[src/rtl/caxi4interconnect_dwc_aw_splitter.sv]
// DWC write-address splitter: breaks one wide-master AW into narrow-slave AWs of at most 256 beats
// and records a last-fragment flag per slave AW in the B-response tracking FIFO.
// Define CAXI4_DWC_AWSPLIT_ERR_EN to add the sticky split_err output (pop while FIFO empty).
module caxi4interconnect_dwc_aw_splitter #(
    parameter int ADDR_WIDTH       = 32,
    parameter int ID_WIDTH         = 1,
    parameter int USER_WIDTH       = 1,
    parameter int MASTER_SIZE_LOG2 = 4,
    parameter int SLAVE_SIZE_LOG2  = 2,
    parameter int FIFO_DEPTH_LOG2  = 4
) (
    input  logic                  ACLK,
    input  logic                  sysReset,
    input  logic [ID_WIDTH-1:0]   MASTER_AWID,
    input  logic [ADDR_WIDTH-1:0] MASTER_AWADDR,
    input  logic [7:0]            MASTER_AWLEN,
    input  logic [1:0]            MASTER_AWBURST,
    input  logic [USER_WIDTH-1:0] MASTER_AWUSER,
    input  logic                  MASTER_AWVALID,
    output logic                  MASTER_AWREADY,
    output logic [ID_WIDTH-1:0]   SLAVE_AWID,
    output logic [ADDR_WIDTH-1:0] SLAVE_AWADDR,
    output logic [7:0]            SLAVE_AWLEN,
    output logic [2:0]            SLAVE_AWSIZE,
    output logic [1:0]            SLAVE_AWBURST,
    output logic [USER_WIDTH-1:0] SLAVE_AWUSER,
    output logic                  SLAVE_AWVALID,
    input  logic                  SLAVE_AWREADY,
    input  logic                  brespFifore,
    output logic                  BRespFifoRdData,
`ifdef CAXI4_DWC_AWSPLIT_ERR_EN
    output logic                  split_err,
`endif
    output logic                  bresp_fifo_empty
);

    localparam int R     = MASTER_SIZE_LOG2 - SLAVE_SIZE_LOG2;
    localparam int CW    = 9 + R;
    localparam int DEPTH = 1 << FIFO_DEPTH_LOG2;

    typedef enum logic {IDLE, ISSUE} state_t;

    state_t                  state_q;
    logic                    awready_q;
    logic [ADDR_WIDTH-1:0]   addr_q;
    logic [7:0]              len_q;
    logic [1:0]              burst_q;
    logic [2:0]              size_q;
    logic [ID_WIDTH-1:0]     id_q;
    logic [USER_WIDTH-1:0]   user_q;
    logic [CW-1:0]           rem_q;

    logic [FIFO_DEPTH_LOG2-1:0] wptr_q, rptr_q;
    logic [FIFO_DEPTH_LOG2:0]   count_q;
    logic                       mem_q [DEPTH];

    logic [CW-1:0]         startRem_d, nextRem_d, fragBeats;
    logic [7:0]            startLen_d, nextLen_d;
    logic [ADDR_WIDTH-1:0] nextAddr_d;
    logic                  fifoFull, slaveHs, lastFrag, fifoPush, fifoPop;

    function automatic logic [7:0] fragLen(input logic [CW-1:0] rem);
        if (rem > CW'(256)) return 8'd255;
        return 8'(rem - CW'(1));
    endfunction

    // FIXED/WRAP look like a single-fragment INCR: remaining = AWLEN+1 so the first AW is also the last.
    always_comb begin
        startRem_d = CW'({1'b0, MASTER_AWLEN} + 9'd1);
        if (MASTER_AWBURST == 2'b01)
            startRem_d = (CW'({1'b0, MASTER_AWLEN} + 9'd1) << R)
                         - CW'(MASTER_AWADDR[MASTER_SIZE_LOG2-1:SLAVE_SIZE_LOG2]);
        startLen_d = fragLen(startRem_d);
        fragBeats  = CW'({1'b0, len_q} + 9'd1);
        nextRem_d  = rem_q - fragBeats;
        nextLen_d  = fragLen(nextRem_d);
        nextAddr_d = (addr_q & ({ADDR_WIDTH{1'b1}} << SLAVE_SIZE_LOG2))
                     + (ADDR_WIDTH'({1'b0, len_q} + 9'd1) << SLAVE_SIZE_LOG2);
    end

    assign fifoFull = (count_q == (FIFO_DEPTH_LOG2+1)'(DEPTH));
    assign slaveHs  = SLAVE_AWVALID && SLAVE_AWREADY;
    assign lastFrag = (rem_q == fragBeats);
    assign fifoPush = slaveHs;
    assign fifoPop  = brespFifore && (count_q != '0);

    assign MASTER_AWREADY   = awready_q;
    assign SLAVE_AWVALID    = (state_q == ISSUE) && !fifoFull;
    assign SLAVE_AWID       = id_q;
    assign SLAVE_AWADDR     = addr_q;
    assign SLAVE_AWLEN      = len_q;
    assign SLAVE_AWSIZE     = size_q;
    assign SLAVE_AWBURST    = burst_q;
    assign SLAVE_AWUSER     = user_q;
    assign bresp_fifo_empty = (count_q == '0);
    assign BRespFifoRdData  = bresp_fifo_empty ? 1'b0 : mem_q[rptr_q];

    always_ff @(posedge ACLK or negedge sysReset) begin
        if (!sysReset) begin
            state_q   <= IDLE;
            awready_q <= 1'b1;
            addr_q    <= '0;
            len_q     <= '0;
            burst_q   <= '0;
            size_q    <= '0;
            id_q      <= '0;
            user_q    <= '0;
            rem_q     <= '0;
        end else begin
            case (state_q)
                IDLE: begin
                    if (MASTER_AWVALID && awready_q) begin
                        state_q   <= ISSUE;
                        awready_q <= 1'b0;
                        addr_q    <= MASTER_AWADDR;
                        len_q     <= startLen_d;
                        burst_q   <= MASTER_AWBURST;
                        size_q    <= 3'(SLAVE_SIZE_LOG2);
                        id_q      <= MASTER_AWID;
                        user_q    <= MASTER_AWUSER;
                        rem_q     <= startRem_d;
                    end
                end
                ISSUE: begin
                    if (slaveHs) begin
                        if (lastFrag) begin
                            state_q   <= IDLE;
                            awready_q <= 1'b1;
                        end else begin
                            rem_q  <= nextRem_d;
                            addr_q <= nextAddr_d;
                            len_q  <= nextLen_d;
                        end
                    end
                end
                default: state_q <= IDLE;
            endcase
        end
    end

    always_ff @(posedge ACLK or negedge sysReset) begin
        if (!sysReset) begin
            wptr_q  <= '0;
            rptr_q  <= '0;
            count_q <= '0;
        end else begin
            if (fifoPush) wptr_q <= wptr_q + 1'b1;
            if (fifoPop)  rptr_q <= rptr_q + 1'b1;
            case ({fifoPush, fifoPop})
                2'b10:   count_q <= count_q + 1'b1;
                2'b01:   count_q <= count_q - 1'b1;
                default: count_q <= count_q;
            endcase
        end
    end

    // Storage needs no reset: the head is masked to 0 whenever the FIFO is empty.
    always_ff @(posedge ACLK) begin
        if (fifoPush) mem_q[wptr_q] <= lastFrag;
    end

`ifdef CAXI4_DWC_AWSPLIT_ERR_EN
    logic splitErr_q;
    assign split_err = splitErr_q;

    always_ff @(posedge ACLK or negedge sysReset) begin
        if (!sysReset)
            splitErr_q <= 1'b0;
        else if (brespFifore && bresp_fifo_empty)
            splitErr_q <= 1'b1;
    end
`endif

endmodule

[config.mk]
export PLATFORM = sky130hd
export DESIGN_NAME = caxi4interconnect_dwc_aw_splitter
export DESIGN_NICKNAME = d
export VERILOG_FILES = /design/src/rtl/caxi4interconnect_dwc_aw_splitter.sv
export SDC_FILE = /design/constraint.sdc
export NUM_CORES = 1
export LEC_CHECK = 0
export BUFFER_PORTS_ARGS = -buffer_cell sky130_fd_sc_hd__buf_2
export CAP_MARGIN = 20
export CORE_MARGIN = 2
export CORE_UTILIZATION = 50
export CTS_CLUSTER_DIAMETER = 30
export DETAILED_ROUTE_END_ITERATION = 6
export PLACE_DENSITY = 0.72
export SETUP_SLACK_MARGIN = 0.5
export SYNTH_ARGS = -nofsm -noshare
export SYNTH_HDL_FRONTEND = slang
export SYNTH_SLANG_ARGS = --single-unit
[constraint.sdc]
create_clock -name ACLK -period 6.3 [get_ports ACLK]
set_input_delay 0.315 -clock ACLK [delete_from_list [all_inputs] [get_ports ACLK]]
set_output_delay 0.315 -clock ACLK [all_outputs]
set_load 0.03 [all_outputs]
==> flow_metrics.py <==
metrics = {
    "cts": {
        "cts_resized": 0,
        "post-cts-setup-buffer-count": 0,
        "cts_tree": "done",
        "clockBufferDepth": 2,
        "clock_latency_ps": 350,
        "path_clk_slew_ps": 70,
        "root_buffer": "clkbuf_16",
        "cts_inserted_buffers": 9,
        "holdBufCountCts": 0,
        "cts.sinks": 87,
        "htreeDepth": 3,
    },
    "placement": {
        "gp_congestion": 0.9340,
        "place_hpwl_um": 12910,
        "preCtsSetupSlack_ps": 1647,
        "placed_area_mm2": 0.006975,
        "portBuffers": 97,
        "dpl.cell_count": 961,
    },
    "timing": {
        "tns_ps": 0,
        "worstMarginPinSlew_ps": 951.8,
        "finalSetupViolCount": 0,
        "fmax_mhz": 231.8,
        "layout_setup_ws_ps": 1986,
        "period_share_pct": 68.47,
        "hold_violations": 0,
        "rsz0062_at_grt": "false",
        "drv_slew": 0,
        "fin_skew_ps": 14.41,
        "maxSlewHeadroom_pct": 36.55,
        "fin_crit_ps": 4314,
    },
    "synth": {
        "synth_top_family_by_area": "simple AND/OR/NAND/NOR gates",
        "synth-simple-area-share_pct": 21.31,
        "synth_area_leaders": "dfrtp_1 27%, edfxtp_1 7.5%, ha_1 6.8%, nand2_1 5.0%, xnor2_1 4.6%",
        "synth_compound_area_share_pct": 17.72,
        "ys.flop_type": "dfrtp_1",
        "synthCells": 723,
        "yosysTopAreaCell": "dfrtp_1",
        "ys_warn_count": 0,
        "synthXorXnorAreaFrac_pct": 6.936,
        "synthAdderAreaFrac_pct": 7.733,
        "yosysMostFrequentCell": "nand2_1",
        "synth_edf_count": 16,
        "ys_types": 75,
        "yosysSeqAreaShare_pct": 35.07,
        "synth_top_area_share_pct": 27.20,
        "synthMuxAreaShare_pct": 5.498,
        "synthTopCellsByCount": "85 x nand2_1, 70 x dfrtp_1, 42 x nor2_1",
        "netlist_area_mm2": 0.006440,
        "synth-seq-cells": 87,
        "ys_async_sr_fraction_pct": 81.61,
        "syn_area_per_cell_um2": 8.907,
    },
    "floorplan": {
        "die_width_um": 117.5,
        "core-area_mm2": 0.01262,
        "dieHeight_um": 117.5,
        "placementRows": 41,
        "die_area_mm2": 0.01380,
        "io_pins": 100,
        "initial_utilization_pct": 51.03,
    },
    "pwr": {
        "seq_power_share_pct": 45.8,
        "power_frac_comb_pct": 16.2,
        "finalPower_mw": 1.398,
        "p_sw_mw": 0.3876,
        "p_per_area_mw_per_mm2": 192.1,
        "irDropWorstVdd_uv": 106.0,
        "power_leakage_nw": 3.182,
        "p_clk_share_pct": 37.9,
        "internal_power_mw": 1.011,
        "switching_share_pct": 27.72,
    },
    "global_route": {
        "grt_pass1_wl_um": 28590,
        "grt_use_met3_pct": 3.682,
        "grtUsageTotal_pct": 25.30,
        "overflow": 0,
        "grt_antenna_before_repair": 0,
        "met2_usage_pct": 44.15,
        "grt_max_degree": 72,
        "grt.busiest_layer": "met2",
        "grt_pass1_vias": 5581,
        "use_met1_pct": 33.35,
    },
    "setup_path": {
        "worstPathRequired_ps": 6530,
        "reg2reg_from": "SLAVE_AWLEN[0]$_DFFE_PN0P_",
        "ff2ff_setup_slack_ps": 1990,
        "critPathLaunch": "SLAVE_AWLEN[0]$_DFFE_PN0P_",
        "regToRegEndpoint": "SLAVE_AWLEN[1]$_DFFE_PN0P_",
        "crit_type": "reg -> reg",
        "cp.arrival_ps": 4550,
        "crit_fanout": 56,
        "endpoint_kind": "flop",
        "rr_worst_depth": 15,
        "start_kind": "flop",
    },
    "final_layout": {
        "final_layout_size_suffix_gt1_share_pct": 17.54,
        "fillers": 1138,
        "antennaDiodeCount": 0,
        "postLayoutCellArea_mm2": 0.007277,
        "fin_nets": 887,
        "syn_to_final_growth_pct": 13.00,
        "stdcell_count": 976,
    },
    "run_status": {
        "status": "complete, no violations",
    },
    "route": {
        "remaining_drc_errors": 0,
        "wl_um": 17390,
        "wl_per_cell_um": 17.82,
        "vias": 5819,
        "drt_iter0_drc": 585,
        "dr.pass1.iters": 5,
        "vias_per_cell": 5.962,
        "postRouteAntennaNets": 0,
    },
    "worst_hold_path": {
        "hp-class": "in -> async",
    },
    "job": {
        "maxCapViolCount": 0,
    },
}
## state kept, by name, indices dropped and copies added, names as in the netlist
register	count
state_q	1
rptr_q	4
SLAVE_AWLEN	8
rem_q	11
mem_q	16
count_q	5
SLAVE_AWUSER	1
SLAVE_AWID	1
SLAVE_AWADDR	32
SLAVE_AWSIZE	1
SLAVE_AWBURST	2
MASTER_AWREADY	1
wptr_q	4
## area by class of cell
type | count | area [µm²] | share of cell area (%)
clock buffer | 12 | 267.8 | 3.680
clock inverter | 3 | 25.02 | 0.3439
inverter | 34 | 127.6 | 1.754
multi-input combinational | 565 | 3850 | 52.91
sequential | 87 | 2258 | 31.04
tap | 172 | 215.2 | 2.957
timing repair buffer | 103 | 533.0 | 7.325
## worst max-delay path by stage
stage                              endpoint  slack (ps)  depth (start not counted)
6_report         SLAVE_AWLEN[1]$_DFFE_PN0P_        1990                         15
5_1_grt          SLAVE_AWLEN[7]$_DFFE_PN0P_        1520                         15
4_1_cts          SLAVE_AWLEN[1]$_DFFE_PN0P_        1620                         15
3_5_place_dp     SLAVE_AWLEN[1]$_DFFE_PN0P_        1650                         15
3_3_place_gp     SLAVE_AWLEN[1]$_DFFE_PN0P_        1990                         15
2_1_floorplan  SLAVE_AWADDR[17]$_DFFE_PN0P_        2200                         15
## per-stage QoR
| step | hold WS (ps) | util, % |
|---|---|---|
| after floorplan | 19.41 | - |
| after global placement | 443.5 | 55.27 |
| after detailed placement | 447.0 | 55.27 |
| after CTS | 154.0 | 57.59 |
| after global routing | 172.5 | 57.66 |
| final | 90.84 | 57.66 |
## critical path, stage by stage (launching register included)
cell	delay, ps
dfrtp_1	410
ha_1	200
nand3_1	130
nor2_1	190
xor2_1	210
inv_1	70
ha_1	400
nand4_1	190
nor4_4	750
o21ai_0	290
a21boi_4	200
buf_4	300
nand2_1	230
a2111oi_1	70
buf_4	190
a221oi_1	320
## power by group through the flow
stage	combinational [mW]	sequential [mW]	clock, mW
detailed placement	0.226	0.653	0
floorplan	0.181	0.635	0
finish	0.227	0.641	0.530
global route	0.254	0.648	0.558
global placement	0.217	0.651	0
CTS	0.228	0.642	0.538
## routing by layer
metal  wire [µm]  part of all wire, %
met1        7597                   44
met2        8653                   50
met3         913                  5.3
met4         224                  1.3
met5           0                    0
## cell usage in the layout (no fill, tap or decap), types with 4 or more instances in the layout
cell type / instances
buf_2: 96
nand2_1: 85
dfrtp_1: 70
nor2_1: 42
o21ai_0: 40
a21oi_1: 35
ha_1: 35
xnor2_1: 34
inv_1: 33
nand3_1: 30
nor3_1: 26
and2_1: 24
mux2i_1: 23
o22ai_1: 19
xor2_1: 17
edfxtp_1: 16
nand4_1: 15
a21o_1: 12
clkbuf_16: 10
and3_1: 9
nand2b_1: 7
nor3b_1: 7
a221oi_1: 7
buf_4: 7
o21a_1: 6
a31oi_1: 6
or3_1: 6
mux4_2: 5
nor4_1: 5
a311oi_1: 4
o2111ai_1: 4
o21ai_1: 4
## cells by family after synthesis
| kind of cell | after synthesis |
|---|---|
| xor+xnor | 51 |
| fa+ha+maj | 38 |
| flops | 87 |
| compound gates | 172 |
| simple gates | 273 |
| other cells | 1 |
| mux | 29 |
| buf+inv | 72 |
(Power assumes the default switching activity.)
